### src/rtl/dbg_cmd_parser_pkg.sv
// Shared definitions for the serial debug command parser: ASCII codes,
// opcode encodings, FSM state encoding and small byte helpers.
package dbg_cmd_parser_pkg;

  localparam logic [7:0] ASCII_CR = 8'h0D;
  localparam logic [7:0] ASCII_LF = 8'h0A;
  localparam logic [7:0] ASCII_SP = 8'h20;

  localparam logic [1:0] OP_PING  = 2'b00;
  localparam logic [1:0] OP_READ  = 2'b01;
  localparam logic [1:0] OP_WRITE = 2'b10;

  typedef enum logic [2:0] {
    S_IDLE   = 3'd0,
    S_SEP_A  = 3'd1,
    S_ADDR   = 3'd2,
    S_DATA   = 3'd3,
    S_WAIT_T = 3'd4,
    S_ISSUE  = 3'd5,
    S_FLUSH  = 3'd6
  } state_t;

  // CR and LF both end a line
  function automatic logic is_term(input logic [7:0] b);
    return (b == ASCII_CR) || (b == ASCII_LF);
  endfunction

  // Fold lower-case letters so command letters are case-insensitive
  function automatic logic [7:0] to_upper(input logic [7:0] b);
    return ((b >= 8'h61) && (b <= 8'h7A)) ? (b - 8'd32) : b;
  endfunction

endpackage

### src/rtl/dbg_cmd_parser_if.sv
// Byte-stream input and command output of the debug command parser.
//
// Handshakes: a transfer happens on the rising clock edge where both valid
// and ready are high. The sender holds its payload stable while valid is high
// and ready is low; valid never depends combinationally on ready. This holds
// for vld_rx/rdy_rx (byte in) and cmd_valid/cmd_ready (command out).
// err is a one-cycle pulse with no handshake.
interface dbg_cmd_parser_if #(
  parameter int ADDR_W = 32,
  parameter int DATA_W = 32
);
  logic [7:0]        d_rx;
  logic              vld_rx;
  logic              rdy_rx;
  logic              cmd_valid;
  logic              cmd_ready;
  logic [1:0]        cmd_op;
  logic [ADDR_W-1:0] cmd_addr;
  logic [DATA_W-1:0] cmd_data;
  logic              err;

  // Parser side
  modport slave (
    input  d_rx, vld_rx, cmd_ready,
    output rdy_rx, cmd_valid, cmd_op, cmd_addr, cmd_data, err
  );

  // Environment side: uart_rx feeding bytes plus the executor taking commands
  modport master (
    output d_rx, vld_rx, cmd_ready,
    input  rdy_rx, cmd_valid, cmd_op, cmd_addr, cmd_data, err
  );
endinterface

### src/rtl/dbg_cmd_parser_hex_nib_dec.sv
// Combinational ASCII hex digit decoder: 0-9, A-F, a-f to a 4-bit nibble.
module hex_nib_dec (
  input  logic [7:0] byte_in,
  output logic       is_hex,
  output logic [3:0] nib
);

  // Letters A-F/a-f have low nibble 1..6, so adding 9 gives 10..15
  always_comb begin
    is_hex = 1'b1;
    nib    = 4'd0;
    if ((byte_in >= 8'h30) && (byte_in <= 8'h39)) begin
      nib = byte_in[3:0];
    end else if (((byte_in >= 8'h41) && (byte_in <= 8'h46)) ||
                 ((byte_in >= 8'h61) && (byte_in <= 8'h66))) begin
      nib = byte_in[3:0] + 4'd9;
    end else begin
      is_hex = 1'b0;
    end
  end

endmodule

### src/rtl/dbg_cmd_parser.sv
// Serial debug command parser: consumes ASCII bytes from uart_rx and turns
// "R <addr>", "W <addr> <data>" and "P" lines into one command for the debug
// executor. Malformed lines pulse err and are discarded up to the terminator.
module dbg_cmd_parser
  import dbg_cmd_parser_pkg::*;
#(
  parameter int ADDR_W = 32,
  parameter int DATA_W = 32
) (
  input  logic             clk,
  input  logic             rst,
  dbg_cmd_parser_if.slave  bus,
  output state_t           dbg_state
);

  localparam int ADDR_DIG = ADDR_W / 4;
  localparam int DATA_DIG = DATA_W / 4;
  localparam int MAX_DIG  = (ADDR_DIG > DATA_DIG) ? ADDR_DIG : DATA_DIG;
  localparam int CNT_W    = $clog2(MAX_DIG) + 1;
  localparam logic [CNT_W-1:0] ADDR_FULL = CNT_W'(ADDR_DIG);
  localparam logic [CNT_W-1:0] DATA_FULL = CNT_W'(DATA_DIG);

  state_t            state_q, state_d;
  logic [1:0]        op_q;
  logic [ADDR_W-1:0] addr_q;
  logic [DATA_W-1:0] data_q;
  logic [CNT_W-1:0]  cnt_q;
  logic              err_q;

  logic              take;
  logic              term;
  logic              is_sp;
  logic [7:0]        ch;
  logic              is_hex;
  logic [3:0]        nib;

  logic              bad;
  logic              ld_cmd;
  logic [1:0]        ld_op;
  logic              shift_addr;
  logic              shift_data;
  logic              clr_cnt;

  assign take  = bus.vld_rx && bus.rdy_rx;
  assign term  = is_term(bus.d_rx);
  assign is_sp = (bus.d_rx == ASCII_SP);
  assign ch    = to_upper(bus.d_rx);

  hex_nib_dec u_hex (
    .byte_in (bus.d_rx),
    .is_hex  (is_hex),
    .nib     (nib)
  );

  // State register
  always_ff @(posedge clk or negedge rst) begin
    if (!rst) state_q <= S_IDLE;
    else      state_q <= state_d;
  end

  // Next state and datapath controls; only a consumed byte moves the parser
  always_comb begin
    state_d    = state_q;
    bad        = 1'b0;
    ld_cmd     = 1'b0;
    ld_op      = OP_PING;
    shift_addr = 1'b0;
    shift_data = 1'b0;
    clr_cnt    = 1'b0;
    if (state_q == S_ISSUE) begin
      if (bus.cmd_ready) state_d = S_IDLE;
    end else if (take) begin
      case (state_q)
        S_IDLE: begin
          if (term) begin
            state_d = S_IDLE;
          end else if (ch == "R") begin
            ld_cmd = 1'b1; ld_op = OP_READ;  state_d = S_SEP_A;
          end else if (ch == "W") begin
            ld_cmd = 1'b1; ld_op = OP_WRITE; state_d = S_SEP_A;
          end else if (ch == "P") begin
            ld_cmd = 1'b1; ld_op = OP_PING;  state_d = S_WAIT_T;
          end else begin
            bad = 1'b1;
          end
        end
        S_SEP_A: begin
          if (is_sp) state_d = S_ADDR;
          else       bad = 1'b1;
        end
        S_ADDR: begin
          if (is_hex && (cnt_q != ADDR_FULL)) begin
            shift_addr = 1'b1;
          end else if (is_sp && (op_q == OP_WRITE) && (cnt_q != '0)) begin
            clr_cnt = 1'b1; state_d = S_DATA;
          end else if (term && (op_q == OP_READ) && (cnt_q != '0)) begin
            state_d = S_ISSUE;
          end else begin
            bad = 1'b1;
          end
        end
        S_DATA: begin
          if (is_hex && (cnt_q != DATA_FULL)) shift_data = 1'b1;
          else if (term && (cnt_q != '0))     state_d = S_ISSUE;
          else                                bad = 1'b1;
        end
        S_WAIT_T: begin
          if (term) state_d = S_ISSUE;
          else      bad = 1'b1;
        end
        S_FLUSH: begin
          if (term) state_d = S_IDLE;
        end
        default: state_d = S_IDLE;
      endcase
      // A terminator that causes the error already ends the line
      if (bad) state_d = term ? S_IDLE : S_FLUSH;
    end
  end

  // Moore outputs decoded from the state register; rdy_rx stays low in reset
  always_comb begin
    bus.rdy_rx    = rst && (state_q != S_ISSUE);
    bus.cmd_valid = (state_q == S_ISSUE);
  end

  // Command fields, digit counter and error pulse; fields freeze in ISSUE
  always_ff @(posedge clk or negedge rst) begin
    if (!rst) begin
      op_q   <= OP_PING;
      addr_q <= '0;
      data_q <= '0;
      cnt_q  <= '0;
      err_q  <= 1'b0;
    end else begin
      err_q <= bad;
      if (ld_cmd) begin
        op_q   <= ld_op;
        addr_q <= '0;
        data_q <= '0;
        cnt_q  <= '0;
      end
      if (shift_addr) begin
        addr_q <= {addr_q[ADDR_W-5:0], nib};
        cnt_q  <= cnt_q + CNT_W'(1);
      end
      if (shift_data) begin
        data_q <= {data_q[DATA_W-5:0], nib};
        cnt_q  <= cnt_q + CNT_W'(1);
      end
      if (clr_cnt) cnt_q <= '0;
    end
  end

  assign bus.cmd_op   = op_q;
  assign bus.cmd_addr = addr_q;
  assign bus.cmd_data = data_q;
  assign bus.err      = err_q;
  assign dbg_state    = state_q;

endmodule
### src/flat_wrapper.sv
// flat-port wrapper written by rule: the top's interface ports become plain ports
module dbg_cmd_parser_flat import dbg_cmd_parser_pkg::*;
#(
  parameter int ADDR_W = 32,
  parameter int DATA_W = 32
)
  (clk, rst, dbg_state, bus_d_rx, bus_vld_rx, bus_cmd_ready, bus_rdy_rx, bus_cmd_valid, bus_cmd_op, bus_cmd_addr, bus_cmd_data, bus_err);
  dbg_cmd_parser_if #(.ADDR_W(ADDR_W), .DATA_W(DATA_W)) bus_i ();
  input  logic clk;
  input  logic rst;
  output state_t dbg_state;
  input wire logic [$bits(bus_i.d_rx)-1:0] bus_d_rx;
  input wire logic [$bits(bus_i.vld_rx)-1:0] bus_vld_rx;
  input wire logic [$bits(bus_i.cmd_ready)-1:0] bus_cmd_ready;
  output wire logic [$bits(bus_i.rdy_rx)-1:0] bus_rdy_rx;
  output wire logic [$bits(bus_i.cmd_valid)-1:0] bus_cmd_valid;
  output wire logic [$bits(bus_i.cmd_op)-1:0] bus_cmd_op;
  output wire logic [$bits(bus_i.cmd_addr)-1:0] bus_cmd_addr;
  output wire logic [$bits(bus_i.cmd_data)-1:0] bus_cmd_data;
  output wire logic [$bits(bus_i.err)-1:0] bus_err;
  assign bus_i.d_rx = bus_d_rx;
  assign bus_i.vld_rx = bus_vld_rx;
  assign bus_i.cmd_ready = bus_cmd_ready;
  assign bus_rdy_rx = bus_i.rdy_rx;
  assign bus_cmd_valid = bus_i.cmd_valid;
  assign bus_cmd_op = bus_i.cmd_op;
  assign bus_cmd_addr = bus_i.cmd_addr;
  assign bus_cmd_data = bus_i.cmd_data;
  assign bus_err = bus_i.err;
  dbg_cmd_parser #(.ADDR_W(ADDR_W), .DATA_W(DATA_W)) u_core (.clk(clk), .rst(rst), .bus(bus_i), .dbg_state(dbg_state));
endmodule
### config.mk
export PLATFORM = sky130hd
export DESIGN_NAME = dbg_cmd_parser_flat
export DESIGN_NICKNAME = d
export VERILOG_FILES = /design/src/rtl/dbg_cmd_parser_pkg.sv /design/src/rtl/dbg_cmd_parser_if.sv /design/src/rtl/dbg_cmd_parser_hex_nib_dec.sv /design/src/rtl/dbg_cmd_parser.sv /design/src/flat_wrapper.sv
export SDC_FILE = /design/constraint.sdc
export NUM_CORES = 1
export LEC_CHECK = 0
export BUFFER_PORTS_ARGS = -buffer_cell sky130_fd_sc_hd__buf_2
export CAP_MARGIN = 10
export CORE_MARGIN = 2
export CORE_UTILIZATION = 47
export DETAILED_ROUTE_END_ITERATION = 10
export PLACE_DENSITY = 0.71
export SYNTH_ARGS = -nofsm -noshare
export SYNTH_HDL_FRONTEND = slang
export SYNTH_SLANG_ARGS = --single-unit
### constraint.sdc
create_clock -name clk -period 2.75 [get_ports clk]
set_input_delay 0.1375 -clock clk [delete_from_list [all_inputs] [get_ports clk]]
set_output_delay 0.1375 -clock clk [all_outputs]
set_load 0.01 [all_outputs]
== Word-level counts from Yosys, hierarchy flattened ==
Cells that the tools add are included.

* Equality and inequality tests: 25
* Muxes and demuxes: 71
* Magnitude comparators: 7
* Reduce and logical (&&, ||, !) cells: 21
* Add/sub/neg operators: 3

{| class="wikitable"
|+ Operators with widths
! operator !! count
|-
| $mux 32 || 3
|-
| $mux 3 || 17
|-
| $mux 1 || 36
|-
| $eq 8x7->1 const B || 3
|-
| $le 8x7->1 const B || 3
|-
| $mux 4 || 6
|-
| $pmux 3 s6 || 1
|-
| $eq 8x4->1 const B || 2
|-
| $ge 8x7->1 const B || 2
|-
| $ne 4x2->1 const B || 4
|-
| $logic_and 1x1->1 || 12
|-
| $mux 2 || 6
|-
| $ne 4x4->1 const B || 3
|-
| $reduce_and 10->1 || 1
|-
| $eq 3x3->1 const B || 3
|-
| $eq 8x6->1 const B || 1
|-
| $ge 8x6->1 const B || 1
|-
| $le 8x6->1 const B || 1
|-
| $mux 8 || 1
|-
| $reduce_bool 4->1 || 2
|-
| $sub 8x6->8 const B || 1
|-
| $ne 7x2->1 const B || 1
|-
| $eq 3x2->1 const B || 2
|-
| $reduce_bool 2->1 || 3
|-
| 11 further kinds || 12
|}

* Output and inout port bits: 72
* Register bits after elaboration: 74
* Bits of input ports: 12

== Longest topological paths before layout ==
Gate-level depths: netlist of run 1.

* Depth in word-level cells: 15
* Depth in mapped cells: 12

== Hierarchy ==
Synthesis of run 1 repeated with hierarchy kept, for this count alone.

* Cells, all modules: 275
* Area total of the unflattened synthesis: 3306.9 um2

{| class="wikitable"
|+ By module, submodules not included
! module !! seq. area each (um2) !! cells an instance !! times used !! area an instance (um2)
|-
| dbg_cmd_parser || 1851.8 || 256 || 1 || 3129.3
|-
| hex_nib_dec || 0.0 || 19 || 1 || 177.7
|}

== Worst setup path before layout of run 1 ==
Ideal clock, no wire load.

* Path kind: in2reg
* Start: input port bus_d_rx[0]
* End: register u_core.data_q[12] (netlist: u_core.bus.cmd_data[12])
* Path slack: 0.573 ns
* Stages: 11
* Library setup time: 0.117 ns
* Data arrival time: 2.060 ns
* Path buffers: 3
* Path through: inv_1 -> ha_1 -> mux2_2 -> and4_1 -> or4_1 -> nand4bb_1 -> buf_2 -> buf_4 -> clkbuf_1 -> nand3_1 -> nand2_1

* Cells in the longest elaborated chain, start to end: 12
* Elaborated cells between the ends (all ways): 36
* Those cells by class: add/sub: 1; order compare: 7; eq/ne: 5; mux: 15; reduce/logical: 8

{| class="wikitable"
|+ RTL lines
! what !! line !! text
|-
| start: declaration || flat_wrapper.sv:12 || <nowiki>input wire logic [$bits(bus_i.d_rx)-1:0] bus_d_rx;</nowiki>
|-
| $ge 8x7->1 or $le 8x7->1 (tied branches) || dbg_cmd_parser_pkg.sv:30, dbg_cmd_parser_hex_nib_dec.sv:15 ||
|-
| $logic_and 1x1->1 || dbg_cmd_parser_pkg.sv:30 || <nowiki>return ((b >= 8'h61) && (b <= 8'h7A)) ? (b - 8'd32) : b;</nowiki>
|-
| $mux 8 || dbg_cmd_parser_pkg.sv:30 ||
|-
| $eq 8x7->1 || dbg_cmd_parser.sv:81 || <nowiki>end else if (ch == "P") begin</nowiki>
|-
| $mux 1 || dbg_cmd_parser.sv:81 ||
|-
| $mux 1 || dbg_cmd_parser.sv:79 || <nowiki>end else if (ch == "W") begin</nowiki>
|-
| $mux 1 || dbg_cmd_parser.sv:77 || <nowiki>end else if (ch == "R") begin</nowiki>
|-
| $mux 1 || dbg_cmd_parser.sv:75 || <nowiki>if (term) begin</nowiki>
|-
| $mux 1 || dbg_cmd_parser.sv:73 || <nowiki>case (state_q)</nowiki>
|-
| $mux 1 || dbg_cmd_parser.sv:72 || <nowiki>end else if (take) begin</nowiki>
|-
| $mux 1 || dbg_cmd_parser.sv:70 || <nowiki>if (state_q == S_ISSUE) begin</nowiki>
|-
| $reduce_bool 2->1 (no line) || n/a ||
|-
| end signal: assignment || dbg_cmd_parser.sv:148 || <nowiki>data_q <= {data_q[DATA_W-5:0], nib};</nowiki>
|-
| end: declaration || dbg_cmd_parser.sv:26 || <nowiki>logic [DATA_W-1:0] data_q;</nowiki>
|}

Several ways; a longest one is shown, not always the timed one.
A chain may end at the register's enable or synchronous reset.

== Worst setup path in the final report of run 1 ==
* Start: input port bus_d_rx[0]
* End: register u_core.data_q[27] (netlist: u_core.bus.cmd_data[27])

Same word-level chain as after synthesis.

==> results.py, run 1 <==
metrics = {
    "run_status": {
        "outcome": "complete, no violations",
    },
    "yosys": {
        "ys_types": 54,
        "synth_ff_type": "dfrtp_1",
        "synthArstFlopShare": 1.000,
        "syn_area_per_cell_um2": 8.846,
        "ys_seq_area_frac": 0.5081,
        "synthMostInstantiatedCell": "nand2_1",
        "yosysWarnings": 0,
        "syn-instance-count": 412,
        "ys_top_cells_by_count": "nand2_1, dfrtp_1, nand3_1",
        "syn_nets": 433,
        "synth_top_area_frac": 0.5081,
        "syn_area_um2": 3645,
        "synth_top_area_cell": "dfrtp_1",
        "synth_edf_count": 0,
        "synth-seq-cells": 74,
        "ys_top_cells_by_area": "dfrtp_1, nand2_1, nand3_1",
    },
    "critical_path": {
        "cp-start-kind": "primary input",
        "endpoint_kind": "register",
        "required_ns": 3.02,
        "critPathArrivalTime_ns": 2.70,
        "crit_top_cell": "nand2_1",
        "crit_slowest_cell": "nor3_4",
        "path_class": "primary input to register",
        "reg2reg_slack_ns": 0.40,
        "critPathMaxFanout": 29,
        "crit-reg2reg-capture": "u_core.bus.cmd_data[27]",
        "path_delay_family": "simple AND/OR/NAND/NOR gates",
        "crit_buf_inv": 2,
        "path_cells": "buf_2 -> inv_1 -> ha_1 -> nor4b_1 -> a311oi_1 -> o21ai_1 -> a22o_1 -> nor3_4 -> nand2_1 -> nand2_1",
        "slowest_delay_ns": 0.82,
        "reg2reg_from": "u_core.dbg_state[1]",
        "reg2reg_depth": 6,
    },
    "global_routing": {
        "grt_first_pass_wirelength_um": 14160,
        "antenna_found_initial": 0,
        "overflow": 0,
        "grt_start_max_net_pins": 74,
        "grt_usage": 0.2076,
        "grt_pass1_vias": 3015,
    },
    "routing": {
        "drc": 0,
        "drtPass1Iterations": 5,
        "via_per_inst": 5.344,
        "ant_nets": 0,
        "drt_iter0_drc": 140,
        "vias": 3212,
        "wire_per_inst_um": 14.30,
        "wl_um": 8592,
    },
    "clock_tree": {
        "cts_made_buffers": 9,
        "clk_latency_ns": 0.34,
        "cts_max_path_buffers": 2,
        "cts_tree": "yes",
        "h-tree-depth": 3,
        "numClockSinks": 74,
        "cts_resized": 0,
        "post-cts-setup-buffers": 0,
        "cts-root-buf": "clkbuf_8",
        "postCtsHoldBufs": 1,
        "clk_pin_slew_ns": 0.08,
    },
    "worst_hold_path": {
        "hold_start": "bus_vld_rx",
        "hold_path_class": "primary input to register",
        "hold_depth": 4,
        "min_to": "u_core.bus.err",
    },
    "finish": {
        "fin_cells": 601,
        "drive_gt1_frac": 0.2505,
        "final_util": 0.5786,
        "stdcell_area_um2": 4402,
        "areaGrowthSynthToFinish_pct": 20.77,
        "num_antenna_cells": 0,
        "nets": 515,
    },
    "sta": {
        "slew_headroom": 0.3291,
        "holdWs_ns": 0.1943,
        "grt_setup_unrepaired": "no",
        "max_freq_mhz": 410.8,
        "tightest_slew_ns": 1.003,
        "drv_slew": 0,
        "finalSetupViolations": 0,
        "tns_ns": 0,
        "finalCritPeriodShare": 0.8852,
        "period_minus_slack_ns": 2.434,
        "finalClockSkew_ns": 0.01094,
        "hold_violations": 0,
    },
    "job": {
        "max_cap_viol_count": 0,
    },
    "place": {
        "place_congestion": 0.9351,
        "dp_hpwl_um": 5962,
        "place_area_um2": 4189,
        "dp_cells": 584,
        "io_buffers": 83,
    },
    "floorplanning": {
        "core_um2": 7607,
        "die_area_um2": 8475,
        "die_h_um": 92.06,
        "ios": 84,
        "die_w_um": 92.06,
        "start_util": 0.4791,
        "rows": 32,
    },
    "power_and_ir_drop": {
        "worst_ir_drop_vdd_v": 0.0002482,
        "powerDensity_nw_per_um2": 572.2,
        "power.leakage_nw": 2.508,
    },
}
flip-flops by register name, summed over array words and instances, names as in the netlist:
register             flops
u_core.bus.cmd_data     32
u_core.bus.cmd_op        2
u_core.dbg_state         3
u_core.bus.err           1
u_core.bus.cmd_addr     32
u_core.cnt_q             4
cell families (layout without fill, tap and decap cells):
logic type / count (synthesis) / after routing / share of synthesized area
buffers and inverters: 39 / 126 / 0.04909
multiplexers: 1 / 1 / 0.003089
AO/OA/AOI/OAI: 54 / 54 / 0.1064
flip-flops: 74 / 74 / 0.5081
adder cells (fa/ha/maj): 9 / 9 / 0.03090
AND/OR/NAND/NOR: 235 / 235 / 0.3024
cell usage in the layout, fill, tap and decap left out, types with 2 or more instances in the layout:
| cell | n |
|---|---|
| a21o_1 | 7 |
| a31oi_1 | 5 |
| nand4_1 | 3 |
| inv_1 | 14 |
| nor3b_1 | 2 |
| nand2_1 | 124 |
| buf_4 | 12 |
| nand2b_1 | 2 |
| nor2_1 | 9 |
| nor4_1 | 2 |
| buf_2 | 82 |
| o21ai_0 | 12 |
| nor2b_1 | 3 |
| o221ai_1 | 2 |
| o21a_1 | 2 |
| o21ai_1 | 5 |
| o22ai_1 | 2 |
| o31ai_1 | 2 |
| a311oi_1 | 2 |
| nand2_4 | 2 |
| a21oi_1 | 3 |
| ha_1 | 9 |
| clkbuf_8 | 10 |
| dfrtp_1 | 74 |
| clkinv_2 | 2 |
| nand3_1 | 70 |
| and3_1 | 3 |
worst max path at each step:
stage,cells past startpoint,start,slack [ns],to
after detailed placement,10,bus_d_rx[0],0.04,u_core.bus.cmd_data[27]
final,10,bus_d_rx[0],0.32,u_core.bus.cmd_data[27]
after CTS,10,bus_d_rx[0],0.38,u_core.bus.cmd_data[27]
after global placement,10,bus_d_rx[1],0.08,u_core.bus.cmd_data[29]
after floorplan,11,bus_d_rx[0],0.57,u_core.bus.cmd_data[12]
after global routing,11,bus_d_rx[1],0.10,u_core.bus.cmd_addr[27]
final cells by class:
type | count | area (µm²)
clock buffers | 10 | 137.6
clock inverters | 6 | 65.06
fillers | 704 | 3206
inverters | 14 | 52.55
multi-input cells | 299 | 1637
flip-flops and latches | 74 | 1852
well taps | 102 | 127.6
repair buffers | 96 | 530.5
tightest hold or removal path: cells and delay by family:
kind / cells / cell delay (ns)
and+or+nand+nor: 2 / 0.15
AOI/OAI and AO/OA: 1 / 0.10
buffers and inverters: 1 / 0.11
metal layers:
layer / vias up / wire length (µm) / track usage
met2: 99 / 4173 / 0.3358
met3: 13 / 436 / 0.03451
li1: 1573 / - / -
met4: 0 / 145 / 0.09453
met1: 1527 / 3837 / 0.2743
met5: - / 0 / 0
where the power goes:
group          internal (mW)  switching (mW)
combinational          0.184           0.272
clock                  0.445           0.404
sequential              1.13          0.0786
total                   1.76           0.755
through the flow:
step                      total power [mW]  worst slack, ns
final                                2.519           0.3158
after global routing                 2.641           0.1020
after CTS                            2.533           0.3820
after detailed placement             1.680          0.03861
after global placement               1.670          0.08107
after floorplan                      1.522           0.5735
Note: power is estimated with default switching activity, not from simulation.
==> inputs of run 2 (changes only) <==
--- a/config.mk
+++ b/config.mk
@@ -6,10 +6,10 @@
 export NUM_CORES = 1
 export LEC_CHECK = 0
 export BUFFER_PORTS_ARGS = -buffer_cell sky130_fd_sc_hd__buf_2
-export CAP_MARGIN = 10
 export CORE_MARGIN = 2
 export CORE_UTILIZATION = 47
 export DETAILED_ROUTE_END_ITERATION = 10
+export MAX_ROUTING_LAYER = met4
 export PLACE_DENSITY = 0.71
 export SYNTH_ARGS = -nofsm -noshare
 export SYNTH_HDL_FRONTEND = slang
==> run 2 against run 1 <==
Effect of this change:
- first-iteration DRC count up 10%
- non-clock buffer count stayed put
- highest routed layer unchanged
- critical path type unchanged
- sequential power about the same
- worst hold slack improved by 0.0018 ns
- largest power group unchanged
- sequential cell count stayed put
- total power hardly changed
- clock power hardly changed
- clock skew decreased by 0.00098 ns
- worst setup slack better by 0.027 ns
- die area is the same
- largest cell class unchanged
- combinational power barely moved
==> results.py, run 2 (synthesis results as in run 1) <==
metrics = {
    "critical_path": {
        "crit_top_cell": "nand2_1",
        "crit_buf_inv": 2,
        "path_class": "primary input to register",
        "required_ns": 3.03,
        "endpoint_kind": "register",
        "critPathArrivalTime_ns": 2.69,
        "path_delay_family": "simple AND/OR/NAND/NOR gates",
        "cp-start-kind": "primary input",
        "slowest_delay_ns": 0.82,
        "critPathMaxFanout": 29,
        "crit_slowest_cell": "nor3_4",
        "path_cells": "buf_2 -> inv_1 -> ha_1 -> nor4b_1 -> a311oi_1 -> o21ai_1 -> a22o_1 -> nor3_4 -> nand2_1 -> nand2_1",
    },
    "routing": {
        "ant_nets": 0,
        "wl_um": 8667,
        "via_per_inst": 5.368,
        "drt_iter0_drc": 154,
        "drc": 0,
        "drtPass1Iterations": 4,
        "wire_per_inst_um": 14.42,
        "vias": 3226,
    },
    "run_status": {
        "outcome": "complete, no violations",
    },
    "floorplanning": {
        "die_h_um": 92.06,
        "die_w_um": 92.06,
        "core_um2": 7607,
        "die_area_um2": 8475,
        "start_util": 0.4791,
        "rows": 32,
        "ios": 84,
    },
    "clock_tree": {
        "cts_tree": "yes",
        "h-tree-depth": 3,
        "cts_max_path_buffers": 2,
        "numClockSinks": 74,
        "post-cts-setup-buffers": 0,
        "cts-root-buf": "clkbuf_8",
        "clk_pin_slew_ns": 0.08,
        "cts_made_buffers": 9,
        "clk_latency_ns": 0.34,
    },
    "place": {
        "io_buffers": 83,
        "place_congestion": 0.9519,
        "dp_cells": 584,
        "dp_hpwl_um": 5962,
    },
    "sta": {
        "holdWs_ns": 0.1962,
        "tns_ns": 0,
        "grt_setup_unrepaired": "no",
        "period_minus_slack_ns": 2.407,
        "finalCritPeriodShare": 0.8754,
        "hold_violations": 0,
        "max_freq_mhz": 415.4,
        "slew_headroom": 0.3214,
        "tightest_slew_ns": 1.015,
        "finalClockSkew_ns": 0.009957,
        "drv_slew": 0,
        "finalSetupViolations": 0,
    },
    "finish": {
        "layout_commonest_cell": "nand2_1",
        "areaGrowthSynthToFinish_pct": 20.77,
        "num_antenna_cells": 0,
        "fin_cells": 601,
        "drive_gt1_frac": 0.2505,
        "nets": 515,
        "final_util": 0.5786,
        "layout_common_cells": "nand2_1, buf_2, dfrtp_1, nand3_1, inv_1",
    },
    "global_routing": {
        "overflow": 0,
        "grt_start_max_net_pins": 74,
        "grt_usage": 0.2135,
        "grt_pass1_vias": 3014,
        "grt_first_pass_wirelength_um": 14180,
        "antenna_found_initial": 0,
    },
    "power_and_ir_drop": {
        "power.leakage_nw": 2.508,
        "p_comb_frac": 0.181,
        "p_sw_mw": 0.7552,
        "worst_ir_drop_vdd_v": 0.0002491,
        "swShare": 0.2998,
        "pwr-share-clk": 0.337,
        "p_int_mw": 1.764,
        "power_mw": 2.519,
        "powerDensity_nw_per_um2": 572.3,
        "seqPwrFrac": 0.482,
    },
    "worst_hold_path": {
        "hold_path_class": "primary input to register",
    },
    "job": {
        "max_cap_viol_count": 0,
    },
}
==> run 2: timing repair <==
item,in CTS,in global routing
hold endpoints to repair,2,0
hold buffers,1,0
gates resized for setup,0,0
==> run 2: area by class of cell <==
| type | count | area, µm² |
|---|---|---|
| Fill cell | 704 | 3206 |
| Inverter | 14 | 52.55 |
| Sequential cell | 74 | 1852 |
| Clock inverter | 6 | 65.06 |
| Tap cell | 102 | 127.6 |
| Timing Repair Buffer | 96 | 530.5 |
| Clock buffer | 10 | 137.6 |
| Multi-Input combinational cell | 299 | 1637 |
==> run 2: final timing paths <==
path | cells past startpoint | start | slack, ns | end
min in group asynchronous | 2 | rst | 0.21 | u_core.bus.cmd_op[1]
worst max register to register | 6 | u_core.dbg_state[1] | 0.41 | u_core.bus.cmd_data[12]
worst min register to register | 2 | u_core.bus.cmd_addr[3] | 0.49 | u_core.bus.cmd_addr[7]
worst min-delay path | 4 | bus_vld_rx | 0.20 | u_core.bus.err
worst max-delay path | 10 | bus_d_rx[1] | 0.34 | u_core.bus.cmd_data[12]
max in group asynchronous | 3 | rst | 1.46 | u_core.bus.cmd_addr[29]
==> run 2: power groups by stage <==
stage	Clock [mW]	Sequential, mW	Combinational (mW)
6_report	0.849	1.21	0.456
5_1_grt	0.911	1.22	0.508
4_1_cts	0.867	1.21	0.454
3_5_place_dp	0	1.23	0.447
3_3_place_gp	0	1.23	0.438
2_1_floorplan	0	1.21	0.309
==> run 2: tightest hold or removal path: cells and delay by family <==
family	cells	cell delay, ns
AO/OA/AOI/OAI	1	0.10
AND/OR/NAND/NOR	2	0.15
buffers and inverters	1	0.11
==> run 2: layer usage <==
| metal | GRT usage | up-vias | wire length [µm] |
|---|---|---|---|
| met4 | 0.09453 | 0 | 136 |
| met1 | 0.2743 | 1539 | 3915 |
| met5 | - | - | 0 |
| met3 | 0.03451 | 13 | 410 |
| li1 | - | 1574 | - |
| met2 | 0.3358 | 100 | 4205 |
==> run 2: per-stage QoR <==
stage | worst slack (ns) | area [µm²]
finish | 0.3427 | 4402
global placement | 0.08107 | 4189
global route | 0.1002 | 4402
detailed placement | 0.03861 | 4189
CTS | 0.3820 | 4402
floorplan | 0.5735 | 3645
